==> src/rtl/mac_output_accumulator.sv <==
`default_nettype none
// mac_output_accumulator: accumulates super_MAC partial sums per output pixel, then
// rescales, saturates and buffers each result behind a credit-protected FIFO. Rev 1.0
module mac_output_accumulator #(
  parameter int IN_WIDTH    = 32,
  parameter int ACC_WIDTH   = 32,
  parameter int OUT_WIDTH   = 16,
  parameter int OUT_SCALE   = 8,
  parameter int MAC_LATENCY = 3,
  parameter int FIFO_DEPTH  = 4
) (
  input  logic                 clk,
  input  logic                 arst_n_in,
  input  logic                 issue_valid,
  input  logic                 issue_first,
  input  logic                 issue_last,
  input  logic [IN_WIDTH-1:0]  mac_in,
  output logic                 issue_allow,
  output logic                 out_valid,
  input  logic                 out_ready,
  output logic [OUT_WIDTH-1:0] out_data,
  output logic                 overflow_err
);

  localparam int PTR_W = (FIFO_DEPTH > 1) ? $clog2(FIFO_DEPTH) : 1;
  localparam int CNT_W = $clog2(FIFO_DEPTH + MAC_LATENCY + 1);
  localparam int HI_W  = ACC_WIDTH - OUT_WIDTH + 1;

  logic [MAC_LATENCY-1:0] vld_pipe;
  logic [MAC_LATENCY-1:0] first_pipe;
  logic [MAC_LATENCY-1:0] last_pipe;
  logic                   d_valid;
  logic                   d_first;
  logic                   d_last;

  logic signed [ACC_WIDTH-1:0] acc;
  logic signed [ACC_WIDTH-1:0] mac_ext;
  logic signed [ACC_WIDTH-1:0] acc_next;
  logic signed [ACC_WIDTH-1:0] scaled;
  logic [HI_W-1:0]             scaled_hi;
  logic [OUT_WIDTH-1:0]        sat;

  logic [OUT_WIDTH-1:0] mem [FIFO_DEPTH];
  logic [PTR_W-1:0]     wr_ptr;
  logic [PTR_W-1:0]     rd_ptr;
  logic [CNT_W-1:0]     count;
  logic [CNT_W-1:0]     inflight_last;
  logic                 push_req;
  logic                 push;
  logic                 pop;
  logic                 full;

  function automatic logic [PTR_W-1:0] ptr_inc(input logic [PTR_W-1:0] p);
    return (p == PTR_W'(FIFO_DEPTH - 1)) ? '0 : p + 1'b1;
  endfunction

  // Issue tags travel alongside the MAC pipeline so they line up with mac_in.
  always_ff @(posedge clk or negedge arst_n_in) begin
    if (!arst_n_in) begin
      vld_pipe   <= '0;
      first_pipe <= '0;
      last_pipe  <= '0;
    end else begin
      vld_pipe[0]   <= issue_valid;
      first_pipe[0] <= issue_first;
      last_pipe[0]  <= issue_last;
      for (int i = 1; i < MAC_LATENCY; i++) begin
        vld_pipe[i]   <= vld_pipe[i-1];
        first_pipe[i] <= first_pipe[i-1];
        last_pipe[i]  <= last_pipe[i-1];
      end
    end
  end

  assign d_valid = vld_pipe[MAC_LATENCY-1];
  assign d_first = first_pipe[MAC_LATENCY-1];
  assign d_last  = last_pipe[MAC_LATENCY-1];

  assign mac_ext   = ACC_WIDTH'($signed(mac_in));
  assign acc_next  = d_first ? mac_ext : acc + mac_ext;
  assign scaled    = acc_next >>> OUT_SCALE;
  assign scaled_hi = scaled[ACC_WIDTH-1:OUT_WIDTH-1];

  // Result fits when all bits above the output sign bit replicate it.
  always_comb begin
    sat = scaled[OUT_WIDTH-1:0];
    if (!((&scaled_hi) || !(|scaled_hi))) begin
      sat = scaled[ACC_WIDTH-1] ? {1'b1, {(OUT_WIDTH-1){1'b0}}}
                                : {1'b0, {(OUT_WIDTH-1){1'b1}}};
    end
  end

  always_ff @(posedge clk or negedge arst_n_in) begin
    if (!arst_n_in) begin
      acc <= '0;
    end else if (d_valid) begin
      acc <= acc_next;
    end
  end

  assign push_req = d_valid & d_last;
  assign pop      = out_valid & out_ready;
  assign full     = (count == CNT_W'(FIFO_DEPTH));
  assign push     = push_req & (!full | pop);

  always_ff @(posedge clk or negedge arst_n_in) begin
    if (!arst_n_in) begin
      for (int i = 0; i < FIFO_DEPTH; i++) begin
        mem[i] <= '0;
      end
      wr_ptr       <= '0;
      rd_ptr       <= '0;
      count        <= '0;
      overflow_err <= 1'b0;
    end else begin
      if (push) begin
        mem[wr_ptr] <= sat;
        wr_ptr      <= ptr_inc(wr_ptr);
      end
      if (pop) begin
        rd_ptr <= ptr_inc(rd_ptr);
      end
      case ({push, pop})
        2'b10:   count <= count + CNT_W'(1);
        2'b01:   count <= count - CNT_W'(1);
        default: count <= count;
      endcase
      if (push_req && full && !pop) begin
        overflow_err <= 1'b1;
      end
    end
  end

  assign out_valid = (count != '0);
  assign out_data  = mem[rd_ptr];

  // Every pixel-closing group still in the MAC pipe already owns a FIFO slot.
  always_comb begin
    inflight_last = '0;
    for (int i = 0; i < MAC_LATENCY; i++) begin
      inflight_last = inflight_last + CNT_W'(vld_pipe[i] & last_pipe[i]);
    end
  end

  assign issue_allow = (count + inflight_last) < CNT_W'(FIFO_DEPTH);

endmodule
`default_nettype wire

==> config.mk <==
export PLATFORM = sky130hd
export DESIGN_NAME = mac_output_accumulator
export DESIGN_NICKNAME = d
export VERILOG_FILES = /design/src/rtl/mac_output_accumulator.sv
export SDC_FILE = /design/constraint.sdc
export NUM_CORES = 1
export LEC_CHECK = 0
export CAP_MARGIN = 20
export CORE_MARGIN = 5
export CORE_UTILIZATION = 30
export CTS_CLUSTER_SIZE = 10
export DETAILED_ROUTE_END_ITERATION = 10
export MAX_ROUTING_LAYER = met4
export SYNTH_ARGS = -nofsm -noshare
export SYNTH_HDL_FRONTEND = slang
export SYNTH_SLANG_ARGS = --single-unit
==> constraint.sdc <==
create_clock -name clk -period 5.4 [get_ports clk]
set_input_delay 1.08 -clock clk [delete_from_list [all_inputs] [get_ports clk]]
set_output_delay 1.08 -clock clk [all_outputs]
set_load 0.01 [all_outputs]
==> results of run 1 <==
==> Yosys cell counts, drive strengths merged (5+ instances only) <==
master / number / share of area (%)
dfrtp: 113 / 39
nand2: 68 / 3.6
a21oi: 65 / 4.6
nor2: 62 / 3.4
a22o: 56 / 6.8
o21ai: 41 / 2.9
ha: 38 / 6.6
clkbuf: 24 / 1.2
mux2: 22 / 3.4
nor3: 19 / 1.4
inv: 16 / 0.83
mux4: 16 / 5.0
buf: 15 / 1.1
a21o: 12 / 1.2
o21a: 12 / 1.3
xor2: 12 / 1.5
nand3: 11 / 0.76
or3: 11 / 0.95
xnor2: 11 / 1.3
a211oi: 10 / 1.2
o211ai: 10 / 1.0
o31ai: 9 / 0.94
and2: 8 / 0.69
nor2b: 6 / 0.52
nand4: 5 / 0.43
==> state kept, by name, summed over array words and instances, names as in the netlist <==
signal	cells
acc	32
mem	64
vld_pipe	3
overflow_err	1
wr_ptr	2
last_pipe	3
count	3
first_pipe	3
rd_ptr	2
==> logic make-up (layout without fill, tap and decap cells) <==
| group | count (synthesis) | in the layout | synth area share, % |
|---|---|---|---|
| muxes | 42 | 42 | 8.99 |
| AOI/OAI and AO/OA | 253 | 253 | 25.1 |
| xor gates and xnor gates | 23 | 23 | 2.79 |
| DFF | 113 | 113 | 39.2 |
| and+or+nand+nor | 203 | 203 | 13.3 |
| adders and majority gates | 41 | 41 | 7.43 |
| buffers and inverters | 55 | 123 | 3.14 |
==> per-layer routing <==
layer  part of all wire (%)  global-route usage (%)  wire length, um  vias up
li1                       -                       -                -     2872
met2                     48                    24.1             9410      160
met4                    1.2                    4.01              232        0
met1                     46                    20.7             8980     2908
met3                    5.2                    2.57             1030       20
met5                      0                       -                0        -
==> where the power goes <==
part	internal, mW	switching (mW)	total (mW)	leakage [nW]
logic	1.18	1.29	2.47	1.99
clock network	0.759	0.408	1.17	0.296
registers	1.19	0.243	1.43	1.38
==> worst max-delay path, stage by stage <==
cell and delay (ns):
sky130_fd_sc_hd__clkdlybuf4s50_1 0.42, sky130_fd_sc_hd__ha_1 0.24, sky130_fd_sc_hd__fa_1 0.44, sky130_fd_sc_hd__a211oi_2 0.28, sky130_fd_sc_hd__o21ai_1 0.20, sky130_fd_sc_hd__a221oi_2 0.43, sky130_fd_sc_hd__nand3_1 0.15, sky130_fd_sc_hd__and3_1 0.23
sky130_fd_sc_hd__a211o_1 0.23, sky130_fd_sc_hd__or4_4 0.60, sky130_fd_sc_hd__or3_1 0.38, sky130_fd_sc_hd__o21a_2 0.15, sky130_fd_sc_hd__a22o_1 0.20
==> per-stage QoR <==
step | std cells | hold WS, ns | setup WS (ns) | util [%] | total power [mW]
floorplan | 730 | 0.331 | 1.14 | - | 3.09
global placement | 1086 | 0.335 | 0.366 | 34.6 | 3.87
detailed placement | 1086 | 0.343 | 0.292 | 34.6 | 3.90
CTS | 1117 | 0.355 | 0.729 | 37.2 | 5.09
global route | 1117 | 0.365 | 0.487 | 37.2 | 5.43
finish | 1117 | 0.351 | 0.672 | 37.2 | 5.06
==> final cells by class <==
| cell class | count | area, um^2 | share of cell area, % |
|---|---|---|---|
| Clock inverter | 9 | 130 | 1.49 |
| Inverter | 16 | 60.1 | 0.686 |
| Clock buffer | 22 | 474 | 5.41 |
| Multi-Input combinational cell | 562 | 4160 | 47.5 |
| Timing Repair Buffer | 76 | 708 | 8.09 |
| Tap cell | 319 | 399 | 4.56 |
| Sequential cell | 113 | 2830 | 32.3 |
==> how the worst min path moves through the flow <==
stage | depth (start not counted) | endpoint | slack (ns)
after global placement | 0 | first_pipe[2] | 0.34
after global routing | 0 | first_pipe[1] | 0.37
after floorplan | 0 | first_pipe[1] | 0.33
after CTS | 0 | first_pipe[2] | 0.36
after detailed placement | 0 | first_pipe[1] | 0.34
final | 0 | first_pipe[2] | 0.35
==> impl_table.tex, run 1 <==
\begin{tabular}{lr}
\hline
Metric & Value \\
\hline
\multicolumn{2}{l}{\textbf{Job}} \\
\quad Maxcap violations & 0 \\
\multicolumn{2}{l}{\textbf{Global routing}} \\
\quad Antenna violations before repair & 0 \\
\quad First-pass GRT wire length & 32100 um \\
\quad Largest net degree at the start of global routing & 75 \\
\quad Overall Global Routing Usage & between 10\% and 20\% \\
\quad Global route overflow & 0 \\
\quad Number of global-route vias before repair & between 5000 and 6000 \\
\multicolumn{2}{l}{\textbf{Critical path}} \\
\quad Worst R2R Path Depth & 12 \\
\quad Critical path type & in -> reg \\
\quad Crit path to & mem[24] \\
\quad Worst setup EP type & flip-flop \\
\quad CP startpoint & mac\_in[0] \\
\quad Minimum setup slack among reg-to-reg paths & between 1 and 1.5 ns \\
\quad R2R Path Start & acc[0] \\
\quad Critical path launch point type & input pin \\
\quad Critical register-to-register path endpoint & mem[24] \\
\quad Required arrival time at the worst endpoint & 5.70 ns \\
\quad Maximum fanout count along the critical path & 15 \\
\quad Arrival time at the worst endpoint & slightly above 5 ns \\
\multicolumn{2}{l}{\textbf{Outcome}} \\
\quad Result of the run & finished clean \\
\multicolumn{2}{l}{\textbf{Clock tree}} \\
\quad Number of H-tree levels & 4 \\
\quad Number of buffers on the longest clock path & 2 \\
\quad Count of clock tree sinks & roughly 110 \\
\quad Number of cells upsized or downsized after cts & 0 \\
\quad Hold-fix buffers at CTS & 0 \\
\quad Clock root buffer & sky130\_fd\_sc\_hd\_\_clkbuf\_16 \\
\quad Clock tree from TritonCTS & done \\
\quad Insertion delay to the later sink of the worst-skew pair & roughly 0.42 ns \\
\quad Clock transition at the registers of the reported paths & roughly 0.060 ns \\
\quad Number of setup buffers added after CTS & 0 \\
\quad TritonCTS buffer count & 17 \\
\multicolumn{2}{l}{\textbf{Synth}} \\
\quad Synth warnings & 0 \\
\quad Synthesized area & about 7200 um\^{}2 \\
\quad Commonest register cell after synthesis & sky130\_fd\_sc\_hd\_\_dfrtp\_1 \\
\quad Syn nets & around 810 \\
\quad Register bit total from synthesis & around 110 \\
\quad FFs w/ async S/R, synth & 100\% \\
\quad Fraction of the yosys area taken by sequential cells & around two fifths \\
\quad Number of distinct standard cells referenced by the synthesized netlist & 74 \\
\quad Number of flops mapped to enable cells by yosys & 0 \\
\quad Synth Area per Inst & 9.88 um\^{}2 \\
\quad Count of mapped cells out of synthesis & 730 \\
\multicolumn{2}{l}{\textbf{Route}} \\
\quad Mean number of vias per cell & 5.34 \\
\quad Wire length per cell after detailed routing & about 18 um \\
\quad Initial DRT Pass Iterations & 5 \\
\quad Total via count after detailed routing & approximately 6000 \\
\quad Post-DRT Antenna Nets & 0 \\
\quad Total length of routed wires & 19600 um \\
\quad Count of unresolved DRC violations after routing & 0 \\
\quad Initial drt markers & about 500 \\
\multicolumn{2}{l}{\textbf{Finish}} \\
\quad Final instance area & between 8000 and 9000 um\^{}2 \\
\quad \# diodes & 0 \\
\quad Most frequent cells in the layout & sky130\_fd\_sc\_hd\_\_dfrtp\_1 (111), sky130\_fd\_sc\_hd\_\_nand2\_1 (67), sky130\_fd\_sc\_hd\_\_a21oi\_1 (64) \\
\quad Synthesis-to-layout area growth & 21.5\% \\
\quad Fraction of layout cells with a size suffix above 1 & between 10 and 15\% \\
\quad NumNets Final & between 800 and 900 \\
\quad Fill cell instance count of the final layout & $\sim$2400 \\
\quad Leading cell type in the layout, fill and taps excluded & sky130\_fd\_sc\_hd\_\_dfrtp\_1 \\
\multicolumn{2}{l}{\textbf{STA}} \\
\quad Final Setup Violations & 0 \\
\quad Worst setup skew after layout & 0.0127 ns \\
\quad Slew margin rel. & 35.3\% \\
\quad Max Fclk & between 200 and 250 MHz \\
\quad Final count of hold timing violations & 0 \\
\quad Min Clock Period, post-route & between 4 and 5 ns \\
\quad Worst-margin pin slew & around 0.97 ns \\
\quad Setup TNS Final & 0 ns \\
\quad Crit share post-route & between 80 and 90\% \\
\quad Unrepaired setup endpoints after global routing & no \\
\quad Max-slew violations & 0 \\
\multicolumn{2}{l}{\textbf{Pwr}} \\
\quad Max rail drop VDD & $\sim$220 uV \\
\quad Cell area power density & 578 nW/um\^{}2 \\
\quad Lkg Pwr & 3.67 nW \\
\multicolumn{2}{l}{\textbf{Place}} \\
\quad Total placed instance area & $\sim$8200 um\^{}2 \\
\quad Number of I/O port buffers & 56 \\
\quad Placer congestion estimate & 0.901 \\
\quad Half-perimeter wire length of the detailed placement result & $\sim$14000 um \\
\multicolumn{2}{l}{\textbf{Die}} \\
\quad Starting density of the core & 30.6\% \\
\quad Die extent in y & about 170 um \\
\quad Std cell rows & 56 \\
\quad Die extent in x & about 170 um \\
\quad DIE AREA & 27200 um\^{}2 \\
\quad Boundary Pins & 57 \\
\quad Core area & 23500 um\^{}2 \\
\multicolumn{2}{l}{\textbf{Hold path}} \\
\quad Startpoint of the tightest hold check path & first\_pipe[1] \\
\quad Type of the most critical hold path & reg -> reg \\
\hline
\end{tabular}
Power figures use the tool's default switching activity.
==> run 2, diff against run 1 <==
--- a/config.mk
+++ b/config.mk
@@ -7,10 +7,11 @@
 export LEC_CHECK = 0
 export CAP_MARGIN = 20
 export CORE_MARGIN = 5
-export CORE_UTILIZATION = 30
+export CORE_UTILIZATION = 55
 export CTS_CLUSTER_SIZE = 10
 export DETAILED_ROUTE_END_ITERATION = 10
 export MAX_ROUTING_LAYER = met4
+export PLACE_DENSITY = 0.76
 export SYNTH_ARGS = -nofsm -noshare
 export SYNTH_HDL_FRONTEND = slang
 export SYNTH_SLANG_ARGS = --single-unit
==> run 2 against run 1 <==
  * Clock-buffer cell count fell by 3
  * Global-route usage rose by 10 points
  * Core utilization up 30 points
  * Combinational power barely moved
  * Worst hold slack worse by 0.0043 ns
  * Critical path type unchanged
  * Non-clock buffer count shrank 6
==> impl_table.tex, run 2 (synthesis results as in run 1) <==
\begin{tabular}{lr}
\hline
Metric & Value \\
\hline
\multicolumn{2}{l}{\textbf{Outcome}} \\
\quad Result of the run & finished clean \\
\multicolumn{2}{l}{\textbf{Route}} \\
\quad Initial drt markers & 534 (+7.2\%) \\
\quad Total via count after detailed routing & 6157 (+3.3\%) \\
\quad Post-DRT Antenna Nets & 0 (unchanged) \\
\quad Mean number of vias per cell & 6.38 (+20\%) \\
\quad Initial DRT Pass Iterations & 5 (unchanged) \\
\quad Total length of routed wires & 19100 um (-3.0\%) \\
\quad Count of unresolved DRC violations after routing & 0 (unchanged) \\
\quad Wire length per cell after detailed routing & 19.8 um (+12\%) \\
\multicolumn{2}{l}{\textbf{Die}} \\
\quad Die extent in y & 125 um (-25\%) \\
\quad Starting density of the core & 56.7\% (+26 points) \\
\quad Die extent in x & 125 um (-25\%) \\
\quad DIE AREA & 15500 um\^{}2 (-43\%) \\
\quad Std cell rows & 41 (-27\%) \\
\quad Core area & 12700 um\^{}2 (-46\%) \\
\quad Boundary Pins & 57 (unchanged) \\
\multicolumn{2}{l}{\textbf{Critical path}} \\
\quad Maximum fanout count along the critical path & 15 (unchanged) \\
\quad Largest stage delay, worst path & 0.59 ns (about the same) \\
\quad Required arrival time at the worst endpoint & 5.70 ns (about the same) \\
\quad Arrival time at the worst endpoint & 5.06 ns (+0.03 ns) \\
\quad Critical Path, Cell by Cell & clkdlybuf4s50\_1 -> ha\_1 -> fa\_1 -> a211oi\_2 -> o21ai\_1 -> a221oi\_2 -> nand3\_1 -> and3\_1 -> a211o\_1 -> or4\_4 -> or3\_1 -> o21a\_2 -> a22o\_1 \\
\quad Critical path type & in -> reg \\
\quad Worst setup EP type & flip-flop \\
\quad Critical path launch point type & input pin \\
\quad Worst R2R Path Depth & 12 (unchanged) \\
\quad Library cell contributing the largest single delay on the critical path & sky130\_fd\_sc\_hd\_\_or4\_4 \\
\multicolumn{2}{l}{\textbf{STA}} \\
\quad Min Clock Period, post-route & 4.76 ns (+0.0323 ns) \\
\quad Worst hold slack & 0.347 ns (-0.00426 ns) \\
\quad Unrepaired setup endpoints after global routing & no \\
\quad Worst setup skew after layout & 0.00691 ns (-0.00579 ns) \\
\quad Final worst-path setup slack & 0.640 ns (-0.0323 ns) \\
\quad Worst-margin pin slew & 0.908 ns (-0.0619 ns) \\
\quad Final count of hold timing violations & 0 (unchanged) \\
\quad Slew margin rel. & 39.5\% (+4.1 points) \\
\quad Max Fclk & 210 MHz (-0.68\%) \\
\quad Final Setup Violations & 0 (unchanged) \\
\quad Crit share post-route & 88.1\% (+0.60 points) \\
\quad Max-slew violations & 0 (unchanged) \\
\quad Setup TNS Final & 0 ns (unchanged) \\
\multicolumn{2}{l}{\textbf{Clock tree}} \\
\quad Clock root buffer & sky130\_fd\_sc\_hd\_\_clkbuf\_16 \\
\quad Clock transition at the registers of the reported paths & 0.05 ns (about the same) \\
\quad Number of H-tree levels & 4 (unchanged) \\
\quad Insertion delay to the later sink of the worst-skew pair & 0.42 ns (about the same) \\
\quad Count of clock tree sinks & 113 (unchanged) \\
\quad Hold-fix buffers at CTS & 0 (unchanged) \\
\quad Number of buffers on the longest clock path & 2 (unchanged) \\
\quad Clock tree from TritonCTS & done \\
\quad Number of setup buffers added after CTS & 0 (unchanged) \\
\quad TritonCTS buffer count & 17 (unchanged) \\
\quad Number of cells upsized or downsized after cts & 0 (unchanged) \\
\multicolumn{2}{l}{\textbf{Pwr}} \\
\quad Lkg Pwr & 3.63 nW (-1.0\%) \\
\quad Cell area power density & 591 nW/um\^{}2 (+2.2\%) \\
\quad Fraction of power spent switching nets & 39.3\% (+1.0 points) \\
\quad Max rail drop VDD & 285 uV (+27\%) \\
\quad Combinational share of power & 49.5\% (+0.8 points) \\
\quad Net switching power & 1.98 mW (+2.1\%) \\
\quad Part of the power in registers & 28.6\% (+0.3 points) \\
\quad Portion of total power attributed to the clock network & 21.9\% (-1.2 points) \\
\quad Cell internal pwr & 3.06 mW (-2.2\%) \\
\multicolumn{2}{l}{\textbf{Global routing}} \\
\quad First-pass GRT wire length & 31400 um (-2.0\%) \\
\quad Antenna violations before repair & 0 (unchanged) \\
\quad Number of global-route vias before repair & 6253 (+5.9\%) \\
\quad Overall Global Routing Usage & 25.6\% (+10 points) \\
\quad Global route overflow & 0 (unchanged) \\
\quad Largest net degree at the start of global routing & 69 (-8.0\%) \\
\multicolumn{2}{l}{\textbf{Finish}} \\
\quad Synthesis-to-layout area growth & 18.2\% \\
\quad \# diodes & 0 (unchanged) \\
\quad Leading cell type in the layout, fill and taps excluded & sky130\_fd\_sc\_hd\_\_dfrtp\_1 \\
\quad Max reg flops & 64 (unchanged) \\
\quad Largest registers ranked by flip-flop count & mem (64), acc (32) \\
\quad Post-layout utilization of the core & 67.0\% (+30 points) \\
\quad Largest Register & mem \\
\quad Fraction of layout cells with a size suffix above 1 & 13.7\% (-0.54 points) \\
\quad NumNets Final & 859 (-0.69\%) \\
\quad Most frequent cells in the layout & sky130\_fd\_sc\_hd\_\_dfrtp\_1 (112), sky130\_fd\_sc\_hd\_\_nand2\_1 (67), sky130\_fd\_sc\_hd\_\_a21oi\_1 (64) \\
\multicolumn{2}{l}{\textbf{Place}} \\
\quad Placer congestion estimate & 0.971 (+7.8\%) \\
\quad Number of I/O port buffers & 56 (unchanged) \\
\quad Half-perimeter wire length of the detailed placement result & 13600 um (-3.4\%) \\
\quad Pre-CTS WS & 0.252 ns (-0.0396 ns) \\
\multicolumn{2}{l}{\textbf{Job}} \\
\quad Maxcap violations & 0 (unchanged) \\
\multicolumn{2}{l}{\textbf{Hold path}} \\
\quad Type of the most critical hold path & reg -> reg \\
\quad Hold Path Depth & 0 (unchanged) \\
\hline
\end{tabular}
==> run 2: cell types whose count changed in the layout (fill, tap and decap cells not counted), moves of 2 or more <==
cell                         delta
sky130_fd_sc_hd__clkinvlp_4     +2
sky130_fd_sc_hd__buf_4          -7
sky130_fd_sc_hd__clkinv_4       +2
sky130_fd_sc_hd__clkbuf_8       -2
==> run 2: path summary, 6_finish.rpt <==
kind,from,endpoint,slack (ns)
setup / recovery,mac_in[0],mem[51],0.64
max in group asynchronous,arst_n_in,mem[30],3.51
hold / removal,first_pipe[1],first_pipe[2],0.35
min in group asynchronous,arst_n_in,acc[1],0.78
setup reg to reg,acc[0],mem[51],1.39
hold reg to reg,first_pipe[1],first_pipe[2],0.35
==> run 2: final cells by class <==
cell class	instances	area [um^2]
Timing Repair Buffer	70	683
Clock inverter	13	138
Tap cell	172	215
Sequential cell	113	2830
Inverter	16	60.1
Fill cell	1037	4200
Clock buffer	19	443
Multi-Input combinational cell	562	4160
==> run 2: worst max-delay path: cells and delay by family <==
kind / cells / cell delay [ns]
buffers and inverters: 1 / 0.43
and+or+nand+nor: 4 / 1.34
AOI/OAI and AO/OA: 6 / 1.51
adders and majority gates: 2 / 0.69
==> run 2: power groups by stage <==
stage	clock network, mW	logic, mW	registers [mW]
finish	1.10	2.49	1.44
global placement	0	2.35	1.44
CTS	1.12	2.42	1.46
detailed placement	0	2.40	1.47
floorplan	0	1.76	1.33
global route	1.15	2.72	1.48
==> run 2: stage by stage <==
| stage | area (um^2) | total power [mW] | std cells |
|---|---|---|---|
| after CTS | 8500 | 5.00 | 964 |
| after floorplan | 7210 | 3.09 | 730 |
| after detailed placement | 7920 | 3.87 | 932 |
| after global placement | 7920 | 3.79 | 932 |
| final | 8520 | 5.04 | 965 |
| after global routing | 8520 | 5.35 | 965 |
==> run 2: routing by layer <==
metal / part of all wire (%) / GRT usage, % / up-vias
li1: - / - / 2847
met1: 42 / 31.6 / 3040
met2: 49 / 41.2 / 234
met3: 6.4 / 5.70 / 36
met4: 2.3 / 9.93 / 0
met5: 0 / - / -
